`src/rtl/channel_scan_deserializer.sv`:
```
// rtl/channel_scan_deserializer.sv - 4:1 channel mux scan controller and per-channel deserializer
// Drives the mux select and collects each channel's bits into its own word, then presents complete frames.
module channel_scan_deserializer #(
  parameter int WORD_W = 8
) (
  input  logic                  clk_i,
  input  logic                  rst_i,
  input  logic                  en_i,
  input  logic                  restart_i,
  output logic [1:0]            sel_o,
  input  logic                  mux_in_i,
  output logic                  out_valid_o,
  input  logic                  out_ready_i,
  output logic [4*WORD_W-1:0]   out_data_o,
  output logic                  overflow_o,
  input  logic                  clear_ovf_i,
  output logic                  busy_o
);

  localparam int CW = $clog2(WORD_W);
  localparam logic [CW-1:0] LAST_BIT = CW'(WORD_W - 1);

  typedef enum logic {EMPTY, FULL} ostate_e;

  ostate_e                  state_q, state_d;
  logic [1:0]               sel_q, sel_d;
  logic [CW-1:0]            bit_cnt_q, bit_cnt_d;
  logic [3:0][WORD_W-1:0]   shreg_q, shreg_d;
  logic [4*WORD_W-1:0]      data_q, data_d;
  logic                     ovf_q, ovf_d;
  logic                     frame_done, handshake, ovf_set;

  always_comb begin
    sel_d      = sel_q;
    bit_cnt_d  = bit_cnt_q;
    shreg_d    = shreg_q;
    state_d    = state_q;
    data_d     = data_q;
    ovf_set    = 1'b0;
    frame_done = en_i && !restart_i && (sel_q == 2'd3) && (bit_cnt_q == LAST_BIT);
    handshake  = (state_q == FULL) && out_ready_i;

    if (restart_i) begin
      sel_d     = 2'd0;
      bit_cnt_d = '0;
      shreg_d   = '0;
    end else if (en_i) begin
      shreg_d[sel_q] = {shreg_q[sel_q][WORD_W-2:0], mux_in_i};
      sel_d          = sel_q + 2'd1;
      if (sel_q == 2'd3)
        bit_cnt_d = (bit_cnt_q == LAST_BIT) ? '0 : bit_cnt_q + CW'(1);
    end

    // The completed frame includes the bit sampled in the completing cycle.
    if (frame_done && ((state_q == EMPTY) || out_ready_i)) begin
      data_d  = shreg_d;
      state_d = FULL;
    end else if (frame_done) begin
      ovf_set = 1'b1;
    end else if (handshake) begin
      state_d = EMPTY;
    end

    ovf_d = ovf_set || (ovf_q && !clear_ovf_i);
  end

  always_ff @(posedge clk_i or posedge rst_i) begin
    if (rst_i) begin
      state_q   <= EMPTY;
      sel_q     <= 2'd0;
      bit_cnt_q <= '0;
      shreg_q   <= '0;
      data_q    <= '0;
      ovf_q     <= 1'b0;
    end else begin
      state_q   <= state_d;
      sel_q     <= sel_d;
      bit_cnt_q <= bit_cnt_d;
      shreg_q   <= shreg_d;
      data_q    <= data_d;
      ovf_q     <= ovf_d;
    end
  end

  assign sel_o       = sel_q;
  assign out_valid_o = (state_q == FULL);
  assign out_data_o  = data_q;
  assign overflow_o  = ovf_q;
  assign busy_o      = (sel_q != 2'd0) || (bit_cnt_q != '0);

endmodule

```
`config.mk`:
```
export PLATFORM = sky130hd
export DESIGN_NAME = channel_scan_deserializer
export DESIGN_NICKNAME = d
export VERILOG_FILES = /design/src/rtl/channel_scan_deserializer.sv
export SDC_FILE = /design/constraint.sdc
export NUM_CORES = 1
export LEC_CHECK = 0
export CORE_UTILIZATION = 53
export CTS_CLUSTER_DIAMETER = 60
export DETAILED_ROUTE_END_ITERATION = 12
export PLACE_DENSITY_LB_ADDON = 0.1
export SLEW_MARGIN = 10
export SYNTH_ARGS = -nofsm -noshare
export SYNTH_HDL_FRONTEND = slang
export SYNTH_SLANG_ARGS = --single-unit
```
`constraint.sdc`:
```
create_clock -name clk_i -period 2.7 [get_ports clk_i]
set_input_delay 0.54 -clock clk_i [delete_from_list [all_inputs] [get_ports clk_i]]
set_output_delay 0.54 -clock clk_i [all_outputs]
set_load 0.03 [all_outputs]
```
==> results.md <==
- Status: finished, final reports clean
- CTS buffer count: 9
- Reg2Reg Launch Point: sel_o[1]
- Fin. max-slew vios: 0
- Critical path origin: sel_o[0]
- Fin crit period: 2.46 ns
- GRT Overall Usage: 21.9%
- Fin util: 67.6%
- Sequential-to-total area share from yosys stat: between 50 and 60%
- Grt ovf: 0
- Drt total wl: 5.78 mm
- GP Congestion: a little over 0.8
- Die width: a little under 80 um
- Fin Hold WS: around 0.51 ns
- Root buffer cell: clkbuf_8
- Netlist Area Pre-Place: approximately 3000 um2
- Die Y: slightly below 80 um
- Total leakage power: 1.72 nW
- Core area: about 5500 um2
- Req. time, crit path: approximately 2.2 ns
- Pre-antenna DRT Iters: 4
- Worst R2R End: out_data_o[16]
- WP data arrival: ~1.9 ns
- H-tree depth: 3
- Critical Path End Type: primary output
- Synth unique cells: 27
- Clock Tree Buf Depth: 2
- Pwr Total: 1.90 mW
- Initial drt markers: 91
- YS warnings: 0
- Reg2reg setup slack: roughly 0.75 ns
- Initial Utilization: 54.9%
- CP Capture Point: busy_o
- Routed WL per cell: 17.1 um
- Synth Area per Inst: approximately 14 um2
- DP Wirelength: about 4 mm
- PostCTS Resize Cnt: 0
- Worst setup SP type: register
- PwrDens: around 500 nW/um2
- Slew headroom: between 50 and 60%
- Rows: 27
- Hold Startpoint: out_data_o[24]
- Setup tns final: 0 ns
- Final net count: approximately 280
- Initial antenna violation count: 0
- Seq cells post-synth: 70
- Area of the multi-input gates: between 1000 and 1500 um2
- Peak VDD IR: ~0.00042 V
- DRC: 0
- Least-Margin Pin Slew: between 0.6 and 0.7 ns
- Clk_lat worst skew: 0.34 ns
- Crit Path Class: reg -> out
- Final Hold Viols: 0
- Post-route ant nets: 0
- Largest net degree at the start of global routing: 33
- FMAX: 0.406 GHz
- Final setup fails: 0
- Layout filler cell count: about 430
- Vias in the first global route: 1,919
- Number of diodes: 0
- Max Cap Viol: 0
- Synthesized Nets: about 230
- Hold-fix buffers at CTS: 0
- First-pass GRT wire length: around 9.7 mm
- Skew final: about 0.0078 ns
- Layout cell share with drive strength beyond 1: between 20% and 30%
- Cell count after synthesis: approximately 210
- Clock Sinks: 70
- Sequential cell area: between 1500 and 2000 um2
- Clock transition at path regs: 0.07 ns
- Post-CTS setup buffer count: 0
- Fin crit share: between 90 and 100%
- DR vias/cell: between 5 and 6
- Crit Path Max Fanout: 5
- I/O Buffers: 43
- Die area: between 5000 and 6000 um2
- Area delta synth->final: 23.0%
- # IOs: 44
- CTS tree: yes
- Worst hold path type: reg -> reg
- Reg2reg path depth: 6
- Vias: around 1,900
- RSZ-0062 raised after global routing: no
## power by group
group	internal, mW	switching (mW)	total [mW]	leakage (nW)
clock network	0.331	0.374	0.706	0.0841
logic	0.0519	0.0869	0.139	0.657
registers	1.05	0.00532	1.06	0.976
total	1.44	0.466	1.90	1.72
## flip-flops by register name (all words and copies together), names as in the netlist
signal,flops
out_data_o,32
out_valid_o,1
bit_cnt_q,3
sel_o,2
overflow_o,1
shreg_q,31
## worst max-delay path: stages, from the launching register on
cell             delay [ns]
dfrtp_1                0.44
inv_1                  0.09
ha_1                   0.27
nand3b_1               0.12
clkdlybuf4s50_1        0.67
## cells in the mapped netlist
cell | number | share of area [%]
nand3_1 | 4 | 0.67
mux2_1 | 1 | 0.37
and2_1 | 1 | 0.21
buf_6 | 1 | 0.37
nand2b_1 | 1 | 0.21
mux4_2 | 7 | 5.2
mux2_2 | 16 | 6.0
a22o_1 | 21 | 6.1
nand2_1 | 18 | 2.2
a21bo_2 | 4 | 1.3
buf_1 | 2 | 0.25
buf_2 | 1 | 0.17
dfrtp_1 | 70 | 58
nand4b_1 | 1 | 0.29
xnor2_1 | 1 | 0.29
buf_4 | 3 | 0.75
mux2i_1 | 2 | 0.67
mux2_4 | 15 | 7.5
clkbuf_1 | 7 | 0.87
nor2_1 | 4 | 0.50
and3b_1 | 3 | 0.87
inv_1 | 6 | 0.75
a21oi_1 | 15 | 2.5
nand3b_1 | 1 | 0.25
o22ai_1 | 1 | 0.21
ha_1 | 7 | 2.9
nor2b_1 | 1 | 0.21
## kinds of logic (layout without fill, tap and decap cells)
| group | after synthesis | count (layout) | share of synthesized area (%) |
|---|---|---|---|
| AOI/OAI and AO/OA | 41 | 41 | 10.2 |
| xor gates and xnor gates | 1 | 1 | 0.291 |
| buffers and inverters | 20 | 72 | 3.16 |
| DFF | 70 | 70 | 58.3 |
| and+or+nand+nor | 34 | 34 | 5.45 |
| muxes | 41 | 41 | 19.8 |
| adders and majority gates | 7 | 7 | 2.91 |
## stage by stage
step / cells / cell area, um2 / worst slack, ns
after floorplan: 214 / 3010 / 0.392
after global placement: 322 / 3540 / 0.458
after detailed placement: 322 / 3540 / 0.414
after CTS: 338 / 3700 / 0.237
after global routing: 338 / 3700 / 0.149
final: 338 / 3700 / 0.240
## per-layer routing
metal	track usage, %	share of wire (%)
met1	30.8	45
met2	32.9	49
met3	4.64	4.3
met4	9.62	1.6
met5	0	0
## worst min path at each step
stage	depth (start not counted)	endpoint	slack [ns]
after floorplan	1	shreg_q[7]	0.47
after global placement	1	out_data_o[24]	0.48
after detailed placement	1	out_data_o[12]	0.49
after CTS	1	out_data_o[24]	0.51
after global routing	1	out_data_o[5]	0.53
final	1	out_data_o[24]	0.51
## area by class of cell
type / instances / area share [%]
sequential: 70 / 47.4
multi-input combinational: 124 / 31.6
timing repair buffer: 50 / 13.7
clock buffer: 12 / 3.65
tap: 72 / 2.44
clock inverter: 4 / 0.643
inverter: 6 / 0.609
## cells in the final DEF, fill, tap and decap left out
master,instances
nand3_1,4
mux2_4,15
nor2_1,4
mux4_2,7
and3b_1,3
nand2_1,18
mux2_1,1
nand3b_1,1
clkdlybuf4s50_1,43
mux2i_1,2
clkbuf_1,3
nand4b_1,1
ha_1,7
inv_2,1
inv_1,5
clkbuf_8,9
buf_4,5
and2_1,1
o22ai_1,1
clkinv_2,3
a21bo_2,4
a21oi_1,15
buf_12,2
xnor2_1,1
dfrtp_1,70
nor2b_4,1
mux2_2,16
nand2b_1,1
a22o_1,21
clkinv_4,1
(Power assumes the default switching activity.)
